### config.mk
export PLATFORM = sky130hd
export DESIGN_NAME = coef_gather_flat
export DESIGN_NICKNAME = d
export VERILOG_FILES = /design/src/rtl/gat_pkg.sv /design/src/rtl/coef_gather_if.sv /design/src/rtl/coef_row_buf.sv /design/src/rtl/coef_gather.sv /design/src/flat_wrapper.sv
export SDC_FILE = /design/constraint.sdc
export NUM_CORES = 2
export LEC_CHECK = 0
export ABC_AREA = 1
export CORE_AREA = 8 8 532 534
export DETAILED_ROUTE_END_ITERATION = 8
export DIE_AREA = 0 0 540 542
export GPL_ROUTABILITY_DRIVEN = 0
export PLACE_DENSITY = 0.33
export REMOVE_ABC_BUFFERS = 1
export SLEW_MARGIN = 30
export SYNTH_ARGS = -nofsm -noshare
export SYNTH_HDL_FRONTEND = slang
export SYNTH_SLANG_ARGS = --single-unit
### constraint.sdc
create_clock -name clk -period 3.95 [get_ports clk]
set_input_delay 0.79 -clock clk [delete_from_list [all_inputs] [get_ports clk]]
set_output_delay 0.79 -clock clk [all_outputs]
set_load 0.05 [all_outputs]
### src/rtl/gat_pkg.sv
// Shared definitions for the GAT attention datapath: FSM state encoding and
// width helpers for the coefficient gather stage.
package gat_pkg;

  typedef enum logic [1:0] {
    IDLE    = 2'd0,
    GET_NUM = 2'd1,
    GATHER  = 2'd2,
    OUT     = 2'd3
  } coef_gather_state_t;

  localparam int DEF_DATA_WIDTH = 8;
  localparam int DEF_MAX_NODES  = 168;

  function automatic int num_node_w(input int max_nodes);
    return (max_nodes > 1) ? $clog2(max_nodes) : 1;
  endfunction

  function automatic int coef_row_w(input int data_width, input int max_nodes);
    return data_width * max_nodes;
  endfunction

  localparam int DEF_NUM_NODE_WIDTH = num_node_w(DEF_MAX_NODES);
  localparam int COEF_ROW_W         = coef_row_w(DEF_DATA_WIDTH, DEF_MAX_NODES);

endpackage

### src/rtl/coef_gather_if.sv
// Row handshake between coef_gather (master) and the softmax input register (slave).
import gat_pkg::*;

interface coef_gather_if #(
  parameter int DATA_WIDTH     = DEF_DATA_WIDTH,
  parameter int MAX_NODES      = DEF_MAX_NODES,
  parameter int NUM_NODE_WIDTH = num_node_w(MAX_NODES)
);
  logic                            sm_vld_o;
  logic                            sm_rdy_i;
  logic [MAX_NODES*DATA_WIDTH-1:0] sm_coef_o;
  logic [NUM_NODE_WIDTH-1:0]       sm_num_node_o;
  logic [DATA_WIDTH-1:0]           sm_max_o;

  modport master (
    output sm_vld_o, sm_coef_o, sm_num_node_o, sm_max_o,
    input  sm_rdy_i
  );

  modport slave (
    input  sm_vld_o, sm_coef_o, sm_num_node_o, sm_max_o,
    output sm_rdy_i
  );
endinterface

### src/rtl/coef_row_buf.sv
// Slot-addressed coefficient row register with clear. Running row maximum is
// tracked only when COEF_GATHER_MAX_EN is defined; otherwise max_o is 0.
module coef_row_buf import gat_pkg::*; #(
  parameter int DATA_WIDTH = DEF_DATA_WIDTH,
  parameter int MAX_NODES  = DEF_MAX_NODES,
  parameter int ADDR_WIDTH = num_node_w(MAX_NODES) + 1
) (
  input  logic                            clk,
  input  logic                            rst,
  input  logic                            clr_i,
  input  logic                            we_i,
  input  logic [ADDR_WIDTH-1:0]           addr_i,
  input  logic [DATA_WIDTH-1:0]           wdata_i,
  output logic [MAX_NODES*DATA_WIDTH-1:0] row_o,
  output logic [DATA_WIDTH-1:0]           max_o
);

  logic [MAX_NODES*DATA_WIDTH-1:0] row_q, row_d;

  always_comb begin
    row_d = row_q;
    if (clr_i) begin
      row_d = '0;
    end else if (we_i) begin
      for (int k = 0; k < MAX_NODES; k++) begin
        if (addr_i == ADDR_WIDTH'(k)) row_d[k*DATA_WIDTH +: DATA_WIDTH] = wdata_i;
      end
    end
  end

  always_ff @(posedge clk) begin
    if (rst) row_q <= '0;
    else     row_q <= row_d;
  end

  assign row_o = row_q;

`ifdef COEF_GATHER_MAX_EN
  logic [DATA_WIDTH-1:0] max_q, max_d;

  always_comb begin
    max_d = max_q;
    if (clr_i)                        max_d = '0;
    else if (we_i && wdata_i > max_q) max_d = wdata_i;
  end

  always_ff @(posedge clk) begin
    if (rst) max_q <= '0;
    else     max_q <= max_d;
  end

  assign max_o = max_q;
`else
  assign max_o = '0;
`endif

endmodule

### src/rtl/coef_gather.sv
// Drains the coefficient FIFO into one row per subgraph node count and offers
// it to softmax. Row maximum output is enabled by COEF_GATHER_MAX_EN.
module coef_gather import gat_pkg::*; #(
  parameter int DATA_WIDTH     = DEF_DATA_WIDTH,
  parameter int MAX_NODES      = DEF_MAX_NODES,
  parameter int NUM_NODE_WIDTH = num_node_w(MAX_NODES)
) (
  input  logic                      clk,
  input  logic                      rst,
  input  logic [DATA_WIDTH-1:0]     coef_ff_dout,
  input  logic                      coef_ff_empty,
  output logic                      coef_ff_rd_vld,
  input  logic [NUM_NODE_WIDTH-1:0] num_node_ff_dout,
  input  logic                      num_node_ff_empty,
  output logic                      num_node_ff_rd_vld,
  coef_gather_if.master             sm,
  output logic                      ovf_o
);

  localparam int CW = NUM_NODE_WIDTH + 1;
  localparam logic [NUM_NODE_WIDTH-1:0] MAX_T = NUM_NODE_WIDTH'(MAX_NODES);

  coef_gather_state_t        state_q, state_d;
  logic [NUM_NODE_WIDTH-1:0] tgt_q, tgt_d;
  logic [CW-1:0]             issued_q, issued_d;
  logic [CW-1:0]             captured_q, captured_d;
  logic                      rd_dly_q;
  logic                      ovf_q, ovf_d;
  logic                      cap, last_cap, row_clr, nn_over;

  // Read data arrives one cycle after the strobe; the delayed strobe marks it.
  assign cap      = rd_dly_q && (state_q == GATHER);
  assign last_cap = cap && ((captured_q + CW'(1)) == {1'b0, tgt_q});
  assign nn_over  = num_node_ff_dout > MAX_T;

  always_ff @(posedge clk) begin
    if (rst) state_q <= IDLE;
    else     state_q <= state_d;
  end

  always_comb begin
    state_d = state_q;
    case (state_q)
      IDLE:    if (!num_node_ff_empty) state_d = GET_NUM;
      GET_NUM: state_d = (num_node_ff_dout == '0) ? OUT : GATHER;
      GATHER:  if (last_cap) state_d = OUT;
      OUT:     if (sm.sm_rdy_i) state_d = IDLE;
      default: state_d = IDLE;
    endcase
  end

  always_comb begin
    num_node_ff_rd_vld = (state_q == IDLE) && !num_node_ff_empty;
    coef_ff_rd_vld     = (state_q == GATHER) && !coef_ff_empty && (issued_q < {1'b0, tgt_q});
    row_clr            = (state_q == GET_NUM) || ((state_q == OUT) && sm.sm_rdy_i);
  end

  always_comb begin
    tgt_d      = tgt_q;
    issued_d   = issued_q;
    captured_d = captured_q;
    ovf_d      = ovf_q;
    if (state_q == GET_NUM) begin
      // Oversized counts are clamped; the surplus spills into the next row.
      tgt_d      = nn_over ? MAX_T : num_node_ff_dout;
      issued_d   = '0;
      captured_d = '0;
      ovf_d      = ovf_q | nn_over;
    end else begin
      if (coef_ff_rd_vld) issued_d   = issued_q + CW'(1);
      if (cap)            captured_d = captured_q + CW'(1);
    end
  end

  always_ff @(posedge clk) begin
    if (rst) begin
      tgt_q      <= '0;
      issued_q   <= '0;
      captured_q <= '0;
      rd_dly_q   <= 1'b0;
      ovf_q      <= 1'b0;
    end else begin
      tgt_q      <= tgt_d;
      issued_q   <= issued_d;
      captured_q <= captured_d;
      rd_dly_q   <= coef_ff_rd_vld;
      ovf_q      <= ovf_d;
    end
  end

  coef_row_buf #(
    .DATA_WIDTH (DATA_WIDTH),
    .MAX_NODES  (MAX_NODES),
    .ADDR_WIDTH (CW)
  ) u_row_buf (
    .clk     (clk),
    .rst     (rst),
    .clr_i   (row_clr),
    .we_i    (cap),
    .addr_i  (captured_q),
    .wdata_i (coef_ff_dout),
    .row_o   (sm.sm_coef_o),
    .max_o   (sm.sm_max_o)
  );

  assign sm.sm_vld_o      = (state_q == OUT);
  assign sm.sm_num_node_o = tgt_q;
  assign ovf_o            = ovf_q;

endmodule

### src/flat_wrapper.sv
// flat-port wrapper written by rule: the top's interface ports become plain ports
module coef_gather_flat import gat_pkg::*;
#(
  parameter int DATA_WIDTH     = DEF_DATA_WIDTH,
  parameter int MAX_NODES      = DEF_MAX_NODES,
  parameter int NUM_NODE_WIDTH = num_node_w(MAX_NODES)
)
  (clk, rst, coef_ff_dout, coef_ff_empty, coef_ff_rd_vld, num_node_ff_dout, num_node_ff_empty, num_node_ff_rd_vld, ovf_o, sm_sm_vld_o, sm_sm_coef_o, sm_sm_num_node_o, sm_sm_max_o, sm_sm_rdy_i);
  coef_gather_if #(.DATA_WIDTH(DATA_WIDTH), .MAX_NODES(MAX_NODES), .NUM_NODE_WIDTH(NUM_NODE_WIDTH)) sm_i ();
  input  logic clk;
  input  logic rst;
  input  logic [DATA_WIDTH-1:0] coef_ff_dout;
  input  logic coef_ff_empty;
  output logic coef_ff_rd_vld;
  input  logic [NUM_NODE_WIDTH-1:0] num_node_ff_dout;
  input  logic num_node_ff_empty;
  output logic num_node_ff_rd_vld;
  output logic ovf_o;
  output wire logic [$bits(sm_i.sm_vld_o)-1:0] sm_sm_vld_o;
  output wire logic [$bits(sm_i.sm_coef_o)-1:0] sm_sm_coef_o;
  output wire logic [$bits(sm_i.sm_num_node_o)-1:0] sm_sm_num_node_o;
  output wire logic [$bits(sm_i.sm_max_o)-1:0] sm_sm_max_o;
  input wire logic [$bits(sm_i.sm_rdy_i)-1:0] sm_sm_rdy_i;
  assign sm_sm_vld_o = sm_i.sm_vld_o;
  assign sm_sm_coef_o = sm_i.sm_coef_o;
  assign sm_sm_num_node_o = sm_i.sm_num_node_o;
  assign sm_sm_max_o = sm_i.sm_max_o;
  assign sm_i.sm_rdy_i = sm_sm_rdy_i;
  coef_gather #(.DATA_WIDTH(DATA_WIDTH), .MAX_NODES(MAX_NODES), .NUM_NODE_WIDTH(NUM_NODE_WIDTH)) u_core (.clk(clk), .rst(rst), .coef_ff_dout(coef_ff_dout), .coef_ff_empty(coef_ff_empty), .coef_ff_rd_vld(coef_ff_rd_vld), .num_node_ff_dout(num_node_ff_dout), .num_node_ff_empty(num_node_ff_empty), .num_node_ff_rd_vld(num_node_ff_rd_vld), .sm(sm_i), .ovf_o(ovf_o));
endmodule
==> flow_summary.ini <==
[cts]
cts_tree = built
clockRootBuffer = clkbuf_16
cts_sinks = 1374
post_cts_buffers = 0
cts_buffers = 177
clk_pin_slew_ns = 0.06
clk_latency_ns = 0.83
cts_hold_buf = 0
clock_path_buffers = 4
htree_levels = 4

[sta]
final_max_slew_viol_count = 0
worst_slack_ns = 0.3465
finalCritPeriodShare_pct = 91.23
period_minus_slack_ns = 3.604
fin_skew_ns = 0.03328
worst_pin_slew_ns = 0.9206
fmax_ghz = 0.2775
whs_ns = 0.4574
hold_violations = 0
slew_headroom_pct = 38.44
rsz0062_at_grt = no
finalSetupViolations = 0
fin_setup_tns_ns = 0

[synth]
syn_area_sq_um = 48090
synthAdderAreaFrac_pct = 0.4423
post-synth-top-count-cell = nor2_1
ys_ff_latch = 1374
synth-simple-area-share_pct = 15.41
avgSynthCellArea_sq_um = 9.567
synth_edf_count = 0
synth_compound_area_share_pct = 21.60
synth.distinct_cells = 31
synth_top_area_share_pct = 57.19
synth_common_cells = 1392 x nor2_1, 1374 x dfxtp_1, 1345 x a211oi_1
ys_top_cells_by_area = dfxtp_1 57%, a211oi_1 21%, nor2_1 11%, nor2_4 2.7%, clkbuf_1 2.3%
synth-warning-count = 0
synth_top_family_by_area = compound AO/OA/AOI/OAI gates
synth.area.mux_share_pct = 0
synth_area_leader_cell = dfxtp_1
postSynth.asyncResetShare_pct = 0
yosysSeqAreaShare_pct = 57.19
ys.flop_type = dfxtp_1
syn_inst = 5027
yosys.area_share.xor_xnor_pct = 0

[die]
initial_core_util_pct = 17.50
die_y_microns = 542
die_area_sq_um = 292700
rows = 193
pin_count = 1385
core-area_sq_um = 274800
dieWidth_microns = 540

[pwr]
ir_worst_vdd_mv = 0.3039
pwr-share-clk_pct = 48.5
p_switching_uw = 9139
internal-power_uw = 24330
fin_total_pwr_uw = 33470
seqPwrFrac_pct = 41.7
p_leak_uw = 0.02253
power_per_cell_area_nw_per_um2 = 466.4
power_frac_comb_pct = 9.8
switching_share_pct = 27.31

[worst_setup_path]
worst_ep_arrival_time_ns = 2.81
end_kind = output pin
reg2reg_slack_ns = 0.93
startpoint = u_core.sm.sm_num_node_o[2]$_SDFFE_PP0P_
cp-start-kind = flop
critPathRequiredTime_ns = 3.16
r2r_cells = 10
reg2reg_from = u_core.state_q[0]$_SDFFE_PP0P_
crit_fanout = 11
rr_endpoint = u_core.u_row_buf.row_o[156]$_SDFFE_PP0P_
crit_end = coef_ff_rd_vld
worst-setup-path-type = reg2out

[final_layout]
instances_no_fill = 9985
final_nets = 6281
layout-drive-gt1-share_pct = 9.760
fill_cells = 29293
area_growth_pct = 49.20
seq_area_sq_um = 27510
multi_input_area_sq_um = 18080

[global_route]
top_usage_layer = met2
grt_max_degree = 91
grt_antenna_before_repair = 14
grt_pass1_vias = 40197
use_met3_pct = 8.179
gr-total-overflow = 0
grtUsageMet1_pct = 20.35
grt_first_pass_wirelength_mm = 358.2
track_usage_pct = 17.13
met2_usage_pct = 27.31

[drt]
drtAntennaViolNets = 0
drt-pass1-iter-count = 5
drc = 0
vias = 41124
drt_wl_total_mm = 263.5
routedWlPerCell_microns = 26.39
drtIter0Drc = 1959
viasPerCell = 4.119

[worst_hold_path]
hp-class = reg2reg

[placed_design]
hpwl_mm = 188.7
pre_cts_ws_ns = 0.7486
dp.cells = 9671
numPortBuffers = 1376

[flow_run]
drv_cap = 0

[status]
outcome = finished, final reports clean
-- critical path: stages (launching register included) --
cell and delay [ns]:
dfxtp_1 0.47, inv_1 0.16, ha_1 0.33, a21oi_1 0.17, o21ai_0 0.09, nand2_1 0.06, nand4_1 0.22, inv_2 0.27
buf_12 0.20
-- power groups by stage --
stage               clock network, uW  logic, uW  registers (uW)
floorplan                           0        583           14300
global placement                    0       3380           14300
detailed placement                  0       3380           14300
CTS                             16900       3380           14000
global route                    17400       3530           14000
finish                          16200       3280           14000
-- cells by family (layout without fill, tap and decap cells) --
| kind of cell | Yosys count | in the layout |
|---|---|---|
| simple gates | 1664 | 1664 |
| compound gates | 1399 | 1399 |
| flops | 1374 | 1374 |
| buf+inv | 572 | 1911 |
| fa+ha+maj | 17 | 17 |
| other cells | 1 | 13 |
-- final cells by class --
| type | instances | area share (%) |
|---|---|---|
| multi-input cells | 3088 | 25.20 |
| inverters | 77 | 0.5004 |
| clock inverters | 32 | 0.4656 |
| flip-flops and latches | 1374 | 38.33 |
| repair buffers | 1525 | 21.60 |
| well taps | 3607 | 6.289 |
| diodes | 5 | 0.01744 |
| clock buffers | 277 | 7.599 |
-- sequential cells by signal, indices dropped and copies added, names as in the netlist --
| name | cells |
|---|---|
| u_core.u_row_buf.row_o | 1344 |
| u_core.captured_q | 9 |
| u_core.issued_q | 9 |
| u_core.sm.sm_num_node_o | 8 |
| u_core.state_q | 2 |
| u_core.ovf_o | 1 |
| u_core.rd_dly_q | 1 |
-- cells in the final DEF, fill, tap and decap left out, drive strengths merged, types with 2 or more instances in the layout --
master / n
a21oi: 24
diode: 5
bufinv: 5
o21ai: 19
o211ai: 4
nor3: 7
buf: 151
nand2: 54
clkbuf: 277
nand3: 31
o22ai: 4
nor2: 1557
nand4: 12
dfxtp: 1374
ha: 17
inv: 73
clkdlybuf4s50: 1374
or2: 2
clkinv: 31
a211oi: 1345
conb: 8
-- metal layers --
layer  wire length (microns)  up-vias
met2                  117300     1314
met1                  109400    19129
met5                       0        -
met3                   27600      317
met4                    9242        0
li1                        -    20364
-- through the flow --
| stage | util [%] | instance area [sq um] |
|---|---|---|
| 6_report | 26.11 | 71760 |
| 4_1_cts | 26.11 | 71750 |
| 3_5_place_dp | 24.00 | 65960 |
| 5_1_grt | 26.11 | 71760 |
| 2_1_floorplan | - | 45840 |
| 3_3_place_gp | 24.00 | 65950 |
-- worst min-delay path by stage --
stage	start	endpoint	slack (ns)	cells past startpoint
final	u_core.ovf_o$_SDFFE_PP0P_	u_core.ovf_o$_SDFFE_PP0P_	0.46	2
after global routing	u_core.issued_q[5]$_SDFFE_PP0P_	u_core.issued_q[5]$_SDFFE_PP0P_	0.50	2
after CTS	u_core.ovf_o$_SDFFE_PP0P_	u_core.ovf_o$_SDFFE_PP0P_	0.46	2
after detailed placement	u_core.ovf_o$_SDFFE_PP0P_	u_core.ovf_o$_SDFFE_PP0P_	0.45	2
after global placement	u_core.ovf_o$_SDFFE_PP0P_	u_core.ovf_o$_SDFFE_PP0P_	0.45	2
after floorplan	u_core.issued_q[5]$_SDFFE_PP0P_	u_core.issued_q[5]$_SDFFE_PP0P_	0.44	2
-- timing repair --
action / 4_1_cts / 5_1_grt
endpoints found under the setup margin: 0 / 1
resized for setup: 0 / 1
hold endpoints to repair: 0 / 0
(Power assumes the default switching activity.)
